===== src/rtl/fetch_pkg.sv =====
// rtl/fetch_pkg.sv - shared types and constants for the instruction fetch unit
package fetch_pkg;

  localparam int INST_W = 32;
  localparam int ADDR_W = 64;
  localparam logic [ADDR_W-1:0] DEFAULT_RESET_PC = 64'h0;

  typedef enum logic [1:0] {
    FETCH = 2'd0,
    WAIT  = 2'd1,
    DRAIN = 2'd2
  } fetch_state_t;

  // Instruction addresses are word aligned; the low two bits are dropped.
  function automatic logic [ADDR_W-1:0] align_pc(input logic [ADDR_W-1:0] pc);
    return {pc[ADDR_W-1:2], 2'b00};
  endfunction

endpackage


===== src/rtl/inst_fifo.sv =====
// rtl/inst_fifo.sv - small instruction buffer with push, pop, clear and occupancy count
module inst_fifo #(
  parameter int DATA_W = 96,
  parameter int DEPTH  = 2,
  localparam int PTR_W = (DEPTH > 1) ? $clog2(DEPTH) : 1,
  localparam int CNT_W = $clog2(DEPTH + 1)
) (
  input  logic              clk,
  input  logic              reset_n,
  input  logic              push,
  input  logic [DATA_W-1:0] push_data,
  input  logic              pop,
  input  logic              clear,
  output logic [DATA_W-1:0] head_data,
  output logic [CNT_W-1:0]  count
);

  logic [DATA_W-1:0] mem [DEPTH];
  logic [PTR_W-1:0]  rd_ptr;
  logic [PTR_W-1:0]  wr_ptr;
  logic              do_push;
  logic              do_pop;

  function automatic logic [PTR_W-1:0] ptr_inc(input logic [PTR_W-1:0] p);
    return (p == PTR_W'(DEPTH - 1)) ? '0 : p + PTR_W'(1);
  endfunction

  // Guard against overflow/underflow so a stray request can never corrupt state.
  always_comb begin
    do_push = push && (count != CNT_W'(DEPTH));
    do_pop  = pop && (count != '0);
  end

  assign head_data = mem[rd_ptr];

  // Storage, pointers and count; clear empties the buffer and wins over push/pop.
  always_ff @(posedge clk) begin
    if (!reset_n) begin
      rd_ptr <= '0;
      wr_ptr <= '0;
      count  <= '0;
      for (int i = 0; i < DEPTH; i++) begin
        mem[i] <= '0;
      end
    end else if (clear) begin
      rd_ptr <= '0;
      wr_ptr <= '0;
      count  <= '0;
    end else begin
      if (do_push) begin
        mem[wr_ptr] <= push_data;
        wr_ptr      <= ptr_inc(wr_ptr);
      end
      if (do_pop) begin
        rd_ptr <= ptr_inc(rd_ptr);
      end
      case ({do_push, do_pop})
        2'b10:   count <= count + CNT_W'(1);
        2'b01:   count <= count - CNT_W'(1);
        default: count <= count;
      endcase
    end
  end

endmodule


===== src/rtl/fetch_unit.sv =====
// rtl/fetch_unit.sv - single-outstanding instruction fetcher with redirect and 2-entry buffer
module fetch_unit
  import fetch_pkg::*;
#(
  parameter logic [63:0] RESET_PC  = DEFAULT_RESET_PC,
  parameter int          BUF_DEPTH = 2
) (
  input  logic              clk,
  input  logic              reset_n,
  input  logic              redirect_valid,
  input  logic [ADDR_W-1:0] redirect_pc,
  output logic              imem_req_valid,
  input  logic              imem_req_ready,
  output logic [ADDR_W-1:0] imem_addr,
  input  logic              imem_resp_valid,
  input  logic [INST_W-1:0] imem_rdata,
  output logic              inst_valid,
  input  logic              inst_ready,
  output logic [INST_W-1:0] inst,
  output logic [ADDR_W-1:0] inst_pc
);

  localparam int CNT_W = $clog2(BUF_DEPTH + 1);

  fetch_state_t      state;
  fetch_state_t      state_nxt;
  logic [ADDR_W-1:0] fetch_pc;
  logic [CNT_W-1:0]  count;
  logic              push;
  logic              pop;

  assign imem_addr  = fetch_pc;
  assign inst_valid = (count != '0);
  // A redirect clears the buffer, so a same-cycle pop has nothing left to remove.
  assign pop        = inst_valid && inst_ready && !redirect_valid;

  // Next-state and request/push decode; redirect suppresses both requests and pushes.
  always_comb begin
    state_nxt      = state;
    imem_req_valid = 1'b0;
    push           = 1'b0;
    case (state)
      FETCH: begin
        imem_req_valid = reset_n && !redirect_valid &&
                         (count <= CNT_W'(BUF_DEPTH - 1));
        if (imem_req_valid && imem_req_ready) begin
          state_nxt = WAIT;
        end
      end
      WAIT: begin
        if (imem_resp_valid) begin
          push      = !redirect_valid;
          state_nxt = FETCH;
        end else if (redirect_valid) begin
          state_nxt = DRAIN;
        end
      end
      DRAIN: begin
        if (imem_resp_valid) begin
          state_nxt = FETCH;
        end
      end
      default: state_nxt = FETCH;
    endcase
  end

  // State register; reset abandons any request still in flight.
  always_ff @(posedge clk) begin
    if (!reset_n) begin
      state <= FETCH;
    end else begin
      state <= state_nxt;
    end
  end

  // Fetch PC: redirect target has priority, otherwise advance only on an accepted response.
  always_ff @(posedge clk) begin
    if (!reset_n) begin
      fetch_pc <= RESET_PC;
    end else if (redirect_valid) begin
      fetch_pc <= align_pc(redirect_pc);
    end else if (push) begin
      fetch_pc <= fetch_pc + ADDR_W'(4);
    end
  end

  inst_fifo #(
    .DATA_W (ADDR_W + INST_W),
    .DEPTH  (BUF_DEPTH)
  ) u_inst_fifo (
    .clk       (clk),
    .reset_n   (reset_n),
    .push      (push),
    .push_data ({fetch_pc, imem_rdata}),
    .pop       (pop),
    .clear     (redirect_valid),
    .head_data ({inst_pc, inst}),
    .count     (count)
  );

endmodule


===== config.mk =====
export PLATFORM = sky130hd
export DESIGN_NAME = fetch_unit
export DESIGN_NICKNAME = d
export VERILOG_FILES = /design/src/rtl/fetch_pkg.sv /design/src/rtl/inst_fifo.sv /design/src/rtl/fetch_unit.sv
export SDC_FILE = /design/constraint.sdc
export NUM_CORES = 1
export LEC_CHECK = 0
export CORE_MARGIN = 8
export CORE_UTILIZATION = 35
export CTS_BUF_LIST = sky130_fd_sc_hd__clkbuf_2
export DETAILED_ROUTE_END_ITERATION = 8
export PLACE_DENSITY_LB_ADDON = 0.3
export SLEW_MARGIN = 20
export SYNTH_ARGS = -nofsm -noshare
export SYNTH_HDL_FRONTEND = slang
export SYNTH_SLANG_ARGS = --single-unit

===== constraint.sdc =====
create_clock -name clk -period 11 [get_ports clk]
set_input_delay 2.2 -clock clk [delete_from_list [all_inputs] [get_ports clk]]
set_output_delay 2.2 -clock clk [all_outputs]
set_load 0.02 [all_outputs]

### After elaboration in Yosys (flattened, before gate mapping)

Memory sizes are Yosys's and may differ from the RTL's. A register that Yosys moved wholly into a read port is not among the register bits.
Index checks and enable logic that the tools add are counted.

| storage, ports and cells | value |
|---|---|
| register bits | 70 |
| memory bits (writable) | 192 |
| input port bits | 102 |
| memories kept | 1 |

Memories:

| memory | depth | bits a word | rd ports | clocked after memory_dff | wr ports | line | source |
|---|---|---|---|---|---|---|---|
| u_inst_fifo.mem | 2 | 96 | 1 | 1 | 2 | inst_fifo.sv:18 | `logic [DATA_W-1:0] mem [DEPTH];` |

| operators by class | value |
|---|---|
| add/sub/neg operators | 5 |
| order comparisons | 1 |
| equality and inequality tests | 8 |
| multiplexer cells | 23 |
| bitwise operators | 1 |
| reductions and logical operators | 15 |

Operator list:

| kind | number |
|---|---|
| $mux 64 | 2 |
| $mux 96 | 1 |
| $reduce_or 96->1 | 1 |
| $add 64x3->64 const B | 1 |
| $mux 1 | 14 |
| $mux 2 | 4 |
| $logic_and 1x1->1 | 7 |
| $ne 2x2->1 const B | 3 |
| $pmux 2 s3 | 1 |
| $reduce_bool 2->1 | 3 |
| $eq 2x1->1 const B | 2 |
| $eq 2x2->1 const B | 2 |
| $pmux 2 s2 | 1 |
| $ne 3x3->1 const B | 1 |
| $reduce_and 3->1 | 1 |
| $add 1x1->1 const B | 2 |
| $add 2x1->2 const B | 1 |
| $le 2x1->1 const B | 1 |
| $logic_not 2->1 | 1 |
| $reduce_or 2->1 | 1 |
| $sub 2x1->2 const B | 1 |
| $logic_not 1->1 | 1 |
| $not 1->1 | 1 |

### Longest topological paths before layout

Gate-level depths: netlist of run 1.

| logic depth | value |
|---|---|
| depth in word-level cells | 10 |
| mapped depth | 8 |
| mapped depth without buffers | 8 |

### Cells and area by module

A second synthesis of run 1 with hierarchy kept.

| unflattened totals | value |
|---|---|
| cell total of the unflattened synthesis | 1027 |
| area total of the unflattened synthesis | 12301.8 um^2 |

By module, submodules not included:

| module | times used | cells an instance | area an instance (um^2) | sequential area each (um^2) |
|---|---|---|---|---|
| inst_fifo | 1 | 539 | 8496.9 | 5865.6 |
| fetch_unit | 1 | 488 | 3804.9 | 1281.2 |

### Worst setup path before layout of run 1

No wires, ideal clock.

| timing | value |
|---|---|
| path type | input port to flip-flop |
| from | input port imem_resp_valid |
| to | memory u_inst_fifo.mem[0][0] (enable) |
| setup time | 676 ps |
| data arrival time | 9316 ps |
| required time | 10324 ps |
| path slack | 1008 ps |
| stages | 4 |
| buffers on the path | 0 |
| path through | nand3b_4 nor3_1 inv_1 o21ai_0 |

RTL lines:

| what | line | source |
|---|---|---|
| from (decl) | fetch_unit.sv:15 | `input logic imem_resp_valid,` |
| to (decl) | inst_fifo.sv:18 |  |

### Worst setup path in the final report of run 1

| timing | value |
|---|---|
| from | input port reset_n |
| to | output port imem_req_valid |

| between the ends | value |
|---|---|
| longest elaborated chain between the ends | 3 |

Ends and longest elaborated chain:

| what | line | source |
|---|---|---|
| from (decl) | fetch_unit.sv:9 | `input logic reset_n,` |
| $logic_and 1x1->1 (2 in a row) | fetch_unit.sv:44 | `imem_req_valid = reset_n && !redirect_valid &&` |
| $mux 1 | fetch_unit.sv:42 | `case (state)` |
| to (decl) | fetch_unit.sv:12 | `output logic imem_req_valid,` |

No other way between the ends.

==> summary.md, run 1 <==
| Metric | Value |
|---|---|
| Post-CTS Resized | `0` |
| Peak supply drop | `0.0572 mV` |
| Routed vias/inst | `5.05` |
| Maximum clock frequency | `145 MHz` |
| Comb pwr share | `0.108` |
| HP Start | `u_inst_fifo.rd_ptr$_SDFFE_PP0P_` |
| Register clock-pin slew on the reported worst setup and hold paths | `0.09 ns` |
| Syn_area_per_cell | `11.7 sq um` |
| RR Endpoint | `u_inst_fifo.mem[1][18]$_SDFFCE_PN0P_` |
| Hold Path Class | `flip-flop to flip-flop` |
| Relative max-transition margin | `0.275` |
| Static Leak | `5.74 nW` |
| Non-filler cells, final | `1833` |
| Worst reg2reg setup slack | `7.64 ns` |
| Starting Density | `0.353` |
| Core Rows | `68` |
| Power, Total | `2.12 mW` |
| Fin. max-slew vios | `0` |
| Max Cap Viol | `0` |
| Worst skew pair latency | `0.92 ns` |
| CP required | `8.80 ns` |
| Worst Path Max Fanout | `63` |
| Vias in the first global route | `9265` |
| Status | `completed` |
| Startpoint Class | `input pin` |
| Initial antenna violation count | `3` |
| Dpl cells | `1694` |
| IO Port Bufs | `257` |
| Synth Cell Area | `0.0121 sq mm` |
| Drt initial violations | `479` |
| Seq/Total Area, Yosys | `0.581` |
| RR Startpoint | `u_inst_fifo.count[0]$_SDFFE_PP0P_` |
| Crit Path Category | `input pin to primary output` |
| First-pass GRT wire length | `56200 microns` |
| CTS tree | `built` |
| Full die area | `0.0407 sq mm` |
| Setup TNS Final | `0 ns` |
| Synth Warn # | `0` |
| Synthesis-to-finish area growth | `31.8%` |
| Final setup viols | `0` |
| Pin count of the biggest net entering global routing | `112` |
| Internal | `1.55 mW` |
| Flop pwr share | `0.527` |
| Hold Path Depth | `2` |
| H-tree levels | `3` |
| Via count | `9258` |
| Most common cell after layout, fill and taps aside | `clkdlybuf4s50_1` |
| Crit path from | `reset_n` |
| Pwr dens | `133 mW/mm^2` |
| Die height | `202 microns` |
| Wire per inst | `20.3 microns` |
| Final min period | `6.87 ns` |
| Worst R2R Path Depth | `7` |
| Primary FF master, synth | `edfxtp_1` |
| Worst hold margin | `0.526 ns` |
| Max Clock Skew | `0.0711 ns` |
| Unrepaired setup endpoints after global routing | `false` |
| Grt ovf | `0` |
| Routability Congestion | `0.825` |
| 1st-pass router iterations | `4` |
| Post-CTS Setup Inserts | `0` |
| Synth Register Bits | `257` |
| Synth cell types | `52` |
| CTS buffer count | `73` |
| Net Sw Power | `0.568 mW` |
| CTS root buffer | `clkbuf_2` |
| Post-synth EDFFs | `188` |
| Syn Inst Count | `1030` |
| Final critical-path share of the clock period | `0.625` |
| Die Wd | `202 microns` |
| Ys async rst share | `0` |
| CTS Hold Buffers Added | `0` |
| CP Capture Type | `primary output` |
| Clk network pwr share | `0.365` |
| Switch share | `0.268` |
| Worst Path Arrival | `4.67 ns` |
| DRT antenna net count | `0` |
| DRC | `0` |
| Final Util | `0.465` |
| Most frequent cells in the layout | `clkdlybuf4s50_1 (256), edfxtp_1 (188), and2_1 (177)` |
| Share of layout cells above drive strength 1 | `0.179` |
| Final WL | `37200 microns` |
| Clock Sinks | `257` |
| Slew of the pin with the lowest slew margin | `1.09 ns` |
| DP Wirelength | `24900 microns` |
| Final Hold Violating Endpoints | `0` |
| All-layer global routing usage | `0.178` |
| Layout Nets | `1423` |
| I/O pins | `264` |
| Core ar. | `0.0343 sq mm` |
| Max clock buf depth | `3` |
cells in the mapped netlist (14+ instances only):
library cell / n / area [sq um]
o21ai_0: 53 / 265
nor3_1: 28 / 140
a21oi_1: 23 / 115
nand4_1: 35 / 219
clkbuf_1: 54 / 203
mux2_2: 96 / 1080
nand2_1: 34 / 128
edfxtp_1: 188 / 5650
xor2_1: 22 / 193
dfxtp_1: 69 / 1380
nor2_1: 39 / 146
and3_1: 14 / 87.6
or3_1: 17 / 106
nand3_1: 38 / 190
and2_1: 177 / 1110
a31oi_1: 17 / 106
metrics by stage:
stage	area [sq um]	setup slack, ns
after floorplan	12100	1.01
after global placement	15100	4.16
after detailed placement	15100	4.13
after CTS	15900	4.10
after global routing	15900	3.88
final	15900	4.13
power by group through the flow:
stage	clock, mW	combinational (mW)	sequential [mW]
detailed placement	0	0.230	1.14
floorplan	0	0.0881	1.15
global route	0.855	0.245	1.12
global placement	0	0.228	1.14
finish	0.774	0.229	1.12
CTS	0.809	0.231	1.12
kinds of logic after synthesis:
kind of cell / Yosys count / share of synthesized area
fa+ha+maj: 5 / 0.00517
simple gates: 427 / 0.205
compound gates: 126 / 0.0628
xor+xnor: 33 / 0.0239
mux: 102 / 0.0944
buf+inv: 79 / 0.0270
other cells: 1 / 0.000310
flops: 257 / 0.581
how the worst max path moves through the flow:
| stage | endpoint | slack (ns) | cells past startpoint |
|---|---|---|---|
| 2_1_floorplan | u_inst_fifo.mem[0][0]$_SDFFCE_PN0P_ | 1.01 | 4 |
| 3_3_place_gp | imem_req_valid | 4.16 | 5 |
| 3_5_place_dp | imem_req_valid | 4.13 | 5 |
| 4_1_cts | imem_req_valid | 4.10 | 5 |
| 5_1_grt | imem_req_valid | 3.88 | 5 |
| 6_report | imem_req_valid | 4.13 | 5 |
worst max-delay path, stage by stage:
cell and delay [ns]:
buf_2 0.08, buf_4 0.55, nand2_1 0.37, a2111oi_0 0.72, clkdlybuf4s50_1 0.75
routing by layer:
layer	GRT usage	wire [microns]	up-vias
met3	0.0541	2660	80
met2	0.278	17400	315
met5	0	0	-
met1	0.226	16000	4443
li1	-	-	4420
met4	0.0738	1110	0
state kept, by name, summed over array words and instances, names as in the netlist, named ones only:
register	cells
u_inst_fifo.wr_ptr	1
u_inst_fifo.rd_ptr	1
u_inst_fifo.count	2
state	2
u_inst_fifo.mem	188
imem_addr	62
layout make-up:
type,instances,area [sq um]
inverters,13,48.8
flip-flops and latches,257,7030
well taps,455,569
fillers,3208,18400
multi-input cells,697,4790
clock buffers,113,566
repair buffers,274,2740
diodes,4,10.0
clock inverters,20,180
Note: power is estimated with default switching activity, not from simulation.
==> run 2: changes to the inputs <==
- clock period: 11 -> 6.9 ns (I/O delays scaled with it)
==> summary.md, run 2 (same netlist as run 1, synthesis figures left out) <==
| Metric | Value |
|---|---|
| Crit path buf inv count | `4 (+1)` |
| Fin. max-slew vios | `0 (unchanged)` |
| DP Wirelength | `25400 microns (+2.0%)` |
| Grt ovf | `0 (unchanged)` |
| Final Hold Violating Endpoints | `0 (unchanged)` |
| Final Util | `0.462 (-0.00252)` |
| Setup TNS Final | `0 ns (unchanged)` |
| Slew of the pin with the lowest slew margin | `1.02 ns (-0.0675 ns)` |
| Drt initial violations | `611 (+28%)` |
| Worst Path Arrival | `3.70 ns (-0.97 ns)` |
| Routability Congestion | `0.801 (-2.9%)` |
| I/O pins | `264 (unchanged)` |
| Pwr dens | `206 mW/mm^2 (+55%)` |
| Synthesis-to-finish area growth | `31.1%` |
| Fill cells | `3225 (+0.53%)` |
| CTS tree | `built` |
| CP required | `5.52 ns (-3.28 ns)` |
| RR Startpoint | `u_inst_fifo.count[0]$_SDFFE_PP0P_` |
| Worst hold margin | `0.530 ns (+0.00417 ns)` |
| IO Port Bufs | `257 (unchanged)` |
| Worst reg2reg setup slack | `3.68 ns (-3.96 ns)` |
| Power, Total | `3.27 mW (+54%)` |
| Largest register FFs | `188 (unchanged)` |
| Max Clock Skew | `0.115 ns (+0.0435 ns)` |
| Clock Sinks | `257 (unchanged)` |
| Wire per inst | `20.3 microns (+0.16%)` |
| Internal | `2.37 mW (+52%)` |
| Most frequent cells in the layout | `clkdlybuf4s50_1 (256), edfxtp_1 (188), and2_1 (177)` |
| Worst skew pair latency | `0.87 ns (-0.05 ns)` |
| Status | `completed` |
| Flop pwr share | `0.545 (+0.018)` |
| Layout Nets | `1424 (+0.070%)` |
| Full die area | `0.0407 sq mm (unchanged)` |
| Starting Density | `0.353 (unchanged)` |
| CP Capture Type | `primary output` |
| Routed vias/inst | `5.06 (+0.16%)` |
| Hold Path Depth | `2 (unchanged)` |
| Share of layout cells above drive strength 1 | `0.182 (+0.00258)` |
| Initial antenna violation count | `3 (unchanged)` |
| Post-CTS Resized | `0 (unchanged)` |
| CTS root buffer | `clkbuf_2` |
| 1st-pass router iterations | `5 (+1)` |
| Most common cell after layout, fill and taps aside | `clkdlybuf4s50_1` |
| Die Wd | `202 microns (unchanged)` |
| Comb pwr share | `0.112 (+0.004)` |
| Maximum clock frequency | `197 MHz` |
| Peak supply drop | `0.0881 mV (+54%)` |
| Max stage delay on crit path | `0.74 ns (about the same)` |
| DRC | `0 (unchanged)` |
| Max Cap Viol | `0 (unchanged)` |
| Final min period | `5.08 ns` |
| Clk network pwr share | `0.343 (-0.022)` |
| Pin count of the biggest net entering global routing | `70 (-38%)` |
| Post-CTS Setup Inserts | `0 (unchanged)` |
| Vias in the first global route | `9380 (+1.2%)` |
| Via count | `9253 (-0.054%)` |
| Hold Path Class | `flip-flop to flip-flop` |
| RR Endpoint | `u_inst_fifo.mem[0][8]$_SDFFCE_PN0P_` |
| Net Sw Power | `0.904 mW (+59%)` |
| CTS buffer count | `72 (-1.4%)` |
| Cell Chain, Critical Path | `clkdlybuf4s50_1, buf_4, inv_2, nand2_1, a2111oi_0, clkdlybuf4s50_1` |
| HP Start | `u_inst_fifo.rd_ptr$_SDFFE_PP0P_` |
| Cell family with most CP delay | `buffers and inverters` |
| Max clock buf depth | `3 (unchanged)` |
| H-tree levels | `3 (unchanged)` |
| Crit Path Category | `input pin to primary output` |
| DRT antenna net count | `0 (unchanged)` |
| Static Leak | `5.71 nW (-0.53%)` |
| Die height | `202 microns (unchanged)` |
| Hold path endpoint | `u_inst_fifo.rd_ptr$_SDFFE_PP0P_` |
| Final WL | `37200 microns (about the same)` |
| Worst R2R Path Depth | `7 (unchanged)` |
| First-pass GRT wire length | `56800 microns (+1.0%)` |
| Unrepaired setup endpoints after global routing | `false` |
| Worst Path Max Fanout | `33 (-48%)` |
| Core ar. | `0.0343 sq mm (unchanged)` |
| Register clock-pin slew on the reported worst setup and hold paths | `0.09 ns (about the same)` |
| CP max-delay cell | `clkdlybuf4s50_1` |
| All-layer global routing usage | `0.178 (+0.000324)` |
| Relative max-transition margin | `0.315 (+0.0397)` |
| Switch share | `0.276 (+0.00855)` |
| Startpoint Class | `input pin` |
| Most numerous cell on the critical path | `clkdlybuf4s50_1` |
| Reg with most FFs | `u_inst_fifo.mem` |
| Final setup viols | `0 (unchanged)` |
| CTS Hold Buffers Added | `0 (unchanged)` |
| Final critical-path share of the clock period | `0.737` |
| Core Rows | `68 (unchanged)` |
==> run 2: power by group through the flow <==
stage                     clock network [mW]  registers, mW  logic [mW]
after floorplan                            0           1.83       0.140
after global placement                     0           1.81       0.366
after detailed placement                   0           1.82       0.370
after CTS                               1.17           1.78       0.372
after global routing                    1.25           1.79       0.391
final                                   1.12           1.78       0.366
==> run 2: how the worst max path moves through the flow <==
stage | from | to | slack (ns) | cells after the start
2_1_floorplan | imem_resp_valid | u_inst_fifo.mem[0][0]$_SDFFCE_PN0P_ | 0.26 | 4
3_3_place_gp | redirect_valid | imem_req_valid | 1.83 | 6
3_5_place_dp | redirect_valid | imem_req_valid | 1.81 | 6
4_1_cts | redirect_valid | imem_req_valid | 1.78 | 6
5_1_grt | redirect_valid | imem_req_valid | 1.66 | 6
6_report | redirect_valid | imem_req_valid | 1.82 | 6
==> run 2: worst reg2reg max path: stages (launching register included) <==
cell and delay, ns:
dfxtp_1 0.40, inv_1 0.09, ha_1 0.20, nor3_1 0.39, nand2_1 0.35, nor2_4 0.86, buf_4 0.54, and2_1 0.22
==> run 2: per-layer routing <==
layer	vias to the layer above	part of all wire	global-route usage
met1	4487	0.45	0.228
met3	59	0.068	0.0520
met5	-	0.00035	0
li1	4418	-	-
met4	2	0.016	0.0530
met2	287	0.47	0.287
==> run 2: cell type report <==
cell class,count,area [sq um],area share
flip-flops and latches,257,7030,0.444
multi-input cells,697,4790,0.302
repair buffers,276,2740,0.173
clock buffers,114,571,0.0360
well taps,455,569,0.0359
clock inverters,14,88.8,0.00561
inverters,13,48.8,0.00308
diodes,3,7.51,0.000474
==> run 2: per-stage QoR <==
| step | area [sq um] | instances | worst slack, ns |
|---|---|---|---|
| after CTS | 15800 | 1826 | 1.78 |
| after detailed placement | 15200 | 1698 | 1.81 |
| after global routing | 15800 | 1829 | 1.66 |
| after floorplan | 12100 | 1033 | 0.265 |
| final | 15800 | 1829 | 1.82 |
| after global placement | 15200 | 1697 | 1.83 |
==> RTL edit, RTL diff (flow settings as in run 1) <==
The package constant `ADDR_W` goes from 64 to 56.
--- a/src/rtl/fetch_pkg.sv
+++ b/src/rtl/fetch_pkg.sv
@@ -3,5 +3,5 @@
 
   localparam int INST_W = 32;
-  localparam int ADDR_W = 64;
+  localparam int ADDR_W = 56;
   localparam logic [ADDR_W-1:0] DEFAULT_RESET_PC = 64'h0;
 
Ports: changed (resized imem_addr, inst_pc and redirect_pc); port bits go from 264 to 240. The function was not compared with the original's and may differ.
==> RTL edit against run 1 <==
Die area down 8.4%. Sequential power shrank 9.8%. Non-clock buffer count fell by 29. Worst setup slack better by 150 ps. Clock power shrank 18%. Routed wire length is 14% lower. Synthesized area down 9.1%. Total power shrank 13%. Critical path depth unchanged. Cell area is 10% lower. Sequential share of layout area up 0.65 points. Hold slack improved by 7.0 ps. Sequential cell count down 24. Cell count is 11% lower. Critical endpoint unchanged. Largest cell class unchanged.
==> RTL edit: results <==
metrics = {
    "run_status": {
        "status": "finished, final reports clean",
    },
    "yosys": {
        "ys_ff_latch": 233,
        "yosys-top-cells-count": "and2_1, edfxtp_1, mux2_2, dfxtp_1, clkbuf_1",
        "synthCells": 928,
        "synthTopCellsByArea": "edfxtp_1, dfxtp_1, and2_1",
        "synth_edf_count": 172,
        "synth_cell_type_count": 49,
        "seq_area_frac_synth": 0.581,
    },
    "power": {
        "comb_power_uw": 203,
        "ir_drop_uv": 76.9,
        "p_clk_frac": 0.345,
        "leakagePower_nw": 5.26,
        "p_switching_uw": 504,
    },
    "setup_path": {
        "crit_fanout": 67,
    },
    "placed_design": {
        "dp_cells": 1505,
        "place_ws_ps": 4260,
        "gp_congestion": 0.765,
    },
    "timing": {
        "worst_pin_slew_ps": 862,
        "fin_skew_ps": 84.0,
    },
    "layout": {
        "buffer_area_frac": 0.169,
        "nets": 1271,
        "diodes": 2,
        "finalNonFillerCells": 1625,
        "signal_buffers": 245,
        "nNonClkInverters": 10,
        "nFillCells": 2952,
        "nMultiInputCombCells": 615,
        "clk_share": 0.0422,
        "multiInputGateArea_sq_um": 4320,
    },
    "detailed_routing": {
        "finalWirelength_microns": 31900,
        "num_vias": 8102,
        "dr.pass1.iters": 5,
    },
    "grt": {
        "antenna_found_initial": 5,
        "gr-usage-met2": 0.275,
        "grt_max_degree": 80,
        "grt_usage": 0.165,
        "grtUsageMet3": 0.0637,
        "grt_pass1_wl_microns": 48700,
    },
    "clocking": {
        "clock_latency_ps": 830,
        "cts_buffers": 67,
    },
}
[RTL edit: cell types whose count changed after synthesis, moves of 11 or more]
cell and change:
edfxtp_1 -16, a31oi_1 -16, nand4_1 -14, nor2_1 -20
nand3_1 -16, o21ai_0 -11, or3_1 -16
[RTL edit: kinds of logic (layout without fill, tap and decap cells)]
group / Yosys count / after routing / synth area share
AO/OA/AOI/OAI: 95 / 95 / 0.0542
XOR/XNOR: 33 / 33 / 0.0263
adder cells (fa/ha/maj): 5 / 5 / 0.00569
buffers and inverters: 83 / 373 / 0.0302
flip-flops: 233 / 233 / 0.581
multiplexers: 92 / 92 / 0.0941
other: 1 / 6 / 0.000341
AND/OR/NAND/NOR: 386 / 386 / 0.208
[RTL edit: worst max path at each step]
stage	slack (ps)	cells past startpoint	from	endpoint
2_1_floorplan	1590	4	imem_resp_valid	u_inst_fifo.mem[0][0]$_SDFFCE_PN0P_
6_report	4270	5	reset_n	imem_req_valid
3_5_place_dp	4260	5	reset_n	imem_req_valid
3_3_place_gp	4270	5	reset_n	imem_req_valid
5_1_grt	4140	5	reset_n	imem_req_valid
4_1_cts	4260	5	reset_n	imem_req_valid
[RTL edit: per-stage QoR]
step / instance area (sq um) / hold WS (ps) / power (mW)
global placement: 13700 / 496 / 1.23
floorplan: 11000 / 481 / 1.12
detailed placement: 13700 / 503 / 1.24
CTS: 14300 / 533 / 1.89
global route: 14300 / 575 / 1.95
finish: 14300 / 533 / 1.85
[RTL edit: metal layers]
layer,vias to the layer above,part of all wire
met5,-,0.0013
met4,6,0.014
met3,51,0.083
met2,264,0.47
met1,3902,0.43
li1,3879,-
[RTL edit: worst max-delay path, stage by stage]
cell             delay (ps)
buf_2                    70
buf_4                   540
nand2_1                 290
a2111oi_0               600
clkdlybuf4s50_1         790
